### config.mk
export PLATFORM = sky130hd
export DESIGN_NAME = fft_frame_loader
export DESIGN_NICKNAME = d
export VERILOG_FILES = /design/src/rtl/fft_frame_loader.sv
export SDC_FILE = /design/constraint.sdc
export NUM_CORES = 1
export LEC_CHECK = 0
export ABC_AREA = 0
export ABC_CLOCK_PERIOD_IN_PS = 2100
export CORE_UTILIZATION = 43
export DETAILED_ROUTE_END_ITERATION = 7
export PLACE_DENSITY = 0.79
export SLEW_MARGIN = 20
export SYNTH_ARGS = -nofsm -noshare
export SYNTH_HDL_FRONTEND = slang
export SYNTH_SLANG_ARGS = --single-unit
### constraint.sdc
create_clock -name clk -period 2.1 [get_ports clk]
set_clock_uncertainty 0.05 [all_clocks]
set_input_delay 0.21 -clock clk [delete_from_list [all_inputs] [get_ports clk]]
set_output_delay 0.21 -clock clk [all_outputs]
set_load 0.05 [all_outputs]
### src/rtl/fft_frame_loader.sv
// rtl/fft_frame_loader.sv - streams complex samples into FFT working RAM port A, optionally bit-reversed, and hands full frames to the core
module fft_frame_loader #(
    parameter int ADDR_W   = 9,
    parameter int SAMPLE_W = 16,
    parameter int BITREV   = 1
) (
    input  logic                  clk,
    input  logic                  rst_n,
    input  logic                  s_valid,
    output logic                  s_ready,
    input  logic [SAMPLE_W-1:0]   s_re,
    input  logic [SAMPLE_W-1:0]   s_im,
    input  logic                  abort,
    input  logic                  fft_ack,
    output logic                  frame_valid,
    output logic                  ram_we,
    output logic [ADDR_W-1:0]     ram_addr,
    output logic [2*SAMPLE_W-1:0] ram_din,
    output logic [ADDR_W-1:0]     sample_idx,
    output logic [15:0]           frames_done
);

    typedef enum logic [1:0] {
        ST_LOAD  = 2'd0,
        ST_FLUSH = 2'd1,
        ST_HOLD  = 2'd2
    } state_t;

    localparam logic [ADDR_W-1:0] IDX_LAST = '1;

    state_t            state;
    state_t            state_next;
    logic              xfer;
    logic              take;
    logic [ADDR_W-1:0] wr_addr;

    function automatic logic [ADDR_W-1:0] bit_reverse(input logic [ADDR_W-1:0] a);
        logic [ADDR_W-1:0] r;
        for (int i = 0; i < ADDR_W; i++) begin
            r[i] = a[ADDR_W-1-i];
        end
        return r;
    endfunction

    assign xfer    = s_valid && s_ready;
    // abort wins over a same-cycle transfer: the sample is dropped
    assign take    = xfer && !abort;
    assign wr_addr = (BITREV != 0) ? bit_reverse(sample_idx) : sample_idx;

    always_comb begin
        state_next  = state;
        s_ready     = 1'b0;
        frame_valid = 1'b0;
        case (state)
            ST_LOAD: begin
                s_ready = 1'b1;
                if (xfer && sample_idx == IDX_LAST) begin
                    state_next = ST_FLUSH;
                end
            end
            ST_FLUSH: begin
                state_next = ST_HOLD;
            end
            ST_HOLD: begin
                frame_valid = 1'b1;
                if (fft_ack) begin
                    state_next = ST_LOAD;
                end
            end
            default: begin
                state_next = ST_LOAD;
            end
        endcase
        if (abort) begin
            state_next = ST_LOAD;
        end
    end

    always_ff @(posedge clk) begin
        if (!rst_n) begin
            state       <= ST_LOAD;
            sample_idx  <= '0;
            frames_done <= '0;
            ram_we      <= 1'b0;
            ram_addr    <= '0;
            ram_din     <= '0;
        end else begin
            state  <= state_next;
            ram_we <= take;
            if (take) begin
                ram_addr   <= wr_addr;
                ram_din    <= {s_re, s_im};
                sample_idx <= sample_idx + ADDR_W'(1);
            end
            if (abort) begin
                sample_idx <= '0;
            end
            // count only a completed handoff, so an abort during FLUSH is not counted
            if (state == ST_FLUSH && state_next == ST_HOLD) begin
                frames_done <= frames_done + 16'd1;
            end
        end
    end

endmodule

# Yosys cells after proc, flatten, opt, wreduce, memory -nomap -nowiden

Cells that the tools add are included.

Add/sub/neg operators: 2
Equal/unequal tests: 4
Muxes and demuxes: 6
Bitwise operators: 1
Reduce and logical (&&, ||, !) cells: 7

Operator list:

| kind                                                | count |
|---|---|
| adder 16 x 1 -> 16 bit, second input constant       | 1 |
| adder 9 x 1 -> 9 bit, second input constant         | 1 |
| equality test 9 bit, second input constant          | 1 |
| two-way mux 2 bit                                   | 3 |
| one-hot mux 2 bit (3 select lines)                  | 1 |
| equality test 2 bit, second input constant          | 2 |
| logical AND 1 bit                                   | 4 |
| equality test 2 x 1 -> 1 bit, second input constant | 1 |
| logical NOT 2 bit                                   | 1 |
| two-way mux 1 bit                                   | 2 |
| OR reduction 2 bit                                  | 1 |
| logical NOT 1 bit                                   | 1 |
| NOT 1 bit                                           | 1 |

Bits in registers: 69
Logic and storage cells: 26

# Longest topological paths before layout

Word-level depth: 9
Depth in mapped cells: 7
Gate-level depth less buffers: 5

# Least setup slack after synthesis

OpenSTA, ideal clock, no wires.

Path type: reg2reg
Start: register frames_done[0]
End: register frames_done[12]
Arrival time: 1567 ps
Path slack: 355 ps
Cell stages (with the launch flop): 6
Path through: dfxtp_1 ha_1 nand4bb_1 nor4_1 xnor2_1 nor2_1

Cells in the longest elaborated chain, start to end: 1

Ends and longest elaborated chain:

| what                   | line | text |
|---|---|---|
| from (decl)            | 20   | `output logic [15:0] frames_done` |
| from (signal assigned) | 100  | `frames_done <= frames_done + 16'd1;` |
| adder 16 x 1 -> 16 bit | 100  |  |

Every way passes these cells.
A chain may end at the register's enable or synchronous reset.

# Final worst setup path

Start: register state[1]
End: output port s_ready

Cells in the longest elaborated chain, start to end: 2

Ends and longest elaborated chain:

| what                   | line | text |
|---|---|---|
| from (decl)            | 31   | `state_t state;` |
| from (signal assigned) | 88   | `state <= state_next;` |
| logical NOT 2 bit      | 54   | `case (state)` |
| two-way mux 1 bit      | 54   |  |
| to (decl)              | 10   | `output logic s_ready,` |

Every way passes these cells.

==> results_dict.tcl <==
set metrics [dict create \
    status "finished clean" \
    worstReg2RegEnd "frames_done[7]" \
    p_total_mw 2.74 \
    ctsResizeCount 0 \
    wirelength_um 6510 \
    place.gp.congestion 0.799 \
    drv_slew 0 \
    power_switching_mw 0.678 \
    grt_first_pass_wirelength_um 10200 \
    endpoint_kind "output port" \
    post-route-period-util_pct 94.3 \
    rsz0062_at_grt "false" \
    cts-hold-fix-buffers 0 \
    hold_depth 3 \
    max-slew-margin-rel_pct 62.5 \
    finalCriticalPeriod_ns 1.98 \
    num_vias 2497 \
    pwr-share-seq_pct 49.3 \
    pwr-share-comb_pct 12.6 \
    cts_buffers 9 \
    synth_fp_nets 362 \
    crit_arrival_ns 1.72 \
    clock-sinks 69 \
    finalSetupViolations 0 \
    cts_root_buf "clkbuf_8" \
    setup_ws_ns 0.119 \
    finalSetupTns_ns 0 \
    fin_hold_ws_ns 0.372 \
    postCtsSetupRepairBufs 0 \
    initial_core_util_pct 45.0 \
    drive_gt1_share_pct 5.58 \
    p_int_mw 2.07 \
    fin_nets 465 \
    tightest_slew_ns 0.557 \
    min_to "ram_din[4]" \
    avgRoutedWirePerCell_um 12.9 \
    p_clk_share_pct 38.1 \
    drcViolationCount 0 \
    ios 106 \
    ys_ff_latch 69 \
    cap_violations 0 \
    clk_pin_slew_ns 0.07 \
    htreeDepth 3 \
    cpMaxStageDelayCell "clkdlybuf4s50_1" \
    antenna_left 0 \
    worstRegToRegCells 4 \
    min_from "s_im[4]" \
    power_leakage_nw 1.44 \
    critPathBufInv 1 \
    clock_path_buffers 2 \
    grt_overflow 0 \
    ys_types 26 \
    die_area_mm2 0.00655 \
    cts_tree "done" \
    ys.warnings.count 0 \
    syn-mean-instance-area_um2 8.32 \
    cp_slowest_stage_delay_ns 0.82 \
    worstSetupPathType "register to output port" \
    pre_cts_ws_ns 0.139 \
    drt_iter0_drc 87 \
    regToRegStartpoint "state[0]" \
    syn_inst 322 \
    vias_per_cell 4.94 \
    cp_top_family "buffers and inverters" \
    grt_antenna_before_repair 0 \
    regToRegSetupSlack_ns 0.35 \
    rows 28 \
    dieWidth_um 80.9 \
    dp_hpwl_um 4470 \
    hold_path_class "input pin to register" \
    antenna_cells 0 \
    switching_share_pct 24.7 \
    insertion_delay_ns 0.33 \
    areaGrowthSynthToFinish_pct 49.8 \
    cp_cell_sequence "nor2_1, clkdlybuf4s50_1" \
    port_buffers 105 \
    critPathMaxFanout 9 \
    worst_setup_path_start_kind "register" \
    fp.dieH_um 80.9 \
    pwr_density_cell_mw_per_mm2 684 \
    ir_drop_v 0.000508 \
    ys_seq_area_share_pct 51.5 \
    max_freq_mhz 505 \
    firstDrtPassIters 4 \
    coreArea_mm2 0.00596 \
    grt_pass1_vias 2167 \
    placed_cells 489 \
    worstPathRequired_ns 1.84 \
    hold_violations 0 \
    synthesis.area_mm2 0.00268 \
    fin_cells 505 \
    grt_usage_pct 20.2 \
    grt_max_degree 42 \
]
stage by stage:
| stage | utilization [%] | area [µm²] |
|---|---|---|
| after CTS | 67.4 | 4020 |
| final | 67.4 | 4020 |
| after global placement | 64.2 | 3820 |
| after detailed placement | 64.2 | 3820 |
| after floorplan | - | 2680 |
| after global routing | 67.4 | 4020 |
cell usage after synthesis:
master	count	area share [%]
nand2_1	93	13
dfxtp_1	69	52
a21oi_1	43	8.0
nor2_1	22	3.1
clkbuf_1	14	2.0
nand3_1	11	2.1
xor2_1	10	3.3
nand2b_1	9	2.1
xnor2_1	8	2.6
mux2i_1	6	2.2
nand4_1	6	1.4
buf_2	5	0.93
nor4_1	4	0.93
and4_1	3	0.98
ha_1	3	1.4
nor3_1	3	0.56
and2_1	2	0.47
and3_1	2	0.47
nor3b_1	2	0.56
and4bb_2	1	0.47
inv_2	1	0.14
nand4bb_1	1	0.42
nor2b_1	1	0.23
nor3b_2	1	0.47
nor4b_1	1	0.33
or3b_1	1	0.33
power by group through the flow:
stage,combinational (mW),clock [mW],sequential (mW)
2_1_floorplan,0.0855,0,1.49
3_3_place_gp,0.345,0,1.38
3_5_place_dp,0.346,0,1.38
4_1_cts,0.347,1.08,1.35
5_1_grt,0.368,1.14,1.36
6_report,0.344,1.05,1.35
worst reg2reg max path, cell delays in order (launching register included):
cell and delay [ns]:
dfxtp_1 0.51, or3b_1 0.46, nor4_1 0.41, xnor2_1 0.17, nor2_1 0.05
worst max path at each step:
| stage | from | to | cells past startpoint |
|---|---|---|---|
| CTS | state[1] | s_ready | 2 |
| global placement | abort | frames_done[11] | 5 |
| floorplan | frames_done[0] | frames_done[12] | 5 |
| finish | state[1] | s_ready | 2 |
| detailed placement | abort | frames_done[7] | 5 |
| global route | state[1] | s_ready | 2 |
sequential cells by signal (all words and copies together), names as in the netlist:
signal,cells
ram_din,32
frames_done,16
ram_addr,9
sample_idx,9
state,2
ram_we,1
routing by layer:
metal  vias up  part of all wire, %  global-route usage [%]
li1       1271                    -                       -
met1      1142                   46                    25.3
met2        77                   47                    32.9
met3         7                  7.0                    7.30
met4         0                 0.77                    5.36
met5         -                    0                       0
final cells by class:
cell class	instances	area, µm²
clock inverter	3	45.0
fill	521	1940
inverter	1	3.75
timing repair buffer	111	1120
clock buffer	13	149
sequential	69	1380
multi-input combinational	233	1220
tap	75	93.8
placed cells by master (no fill, tap or decap), drive strengths merged, types with 7 or more instances in the layout:
master / synthesis / final
xor2: 10 / 10
nor2: 22 / 22
nand3: 11 / 11
buf: 5 / 7
dfxtp: 69 / 69
a21oi: 43 / 43
nand2: 93 / 93
clkdlybuf4s50: 0 / 104
xnor2: 8 / 8
nand2b: 9 / 9
clkbuf: 14 / 13
cell families (layout without fill, tap and decap cells):
family          Yosys count  in the layout  synth area share [%]
fa+ha+maj                 3              3                  1.40
buf+inv                  20            128                  3.03
flops                    69             69                  51.5
xor+xnor                 18             18                  5.88
simple gates            163            163                  27.9
mux                       6              6                  2.24
compound gates           43             43                  8.03
No activity file was read; power rests on OpenSTA's default activity.
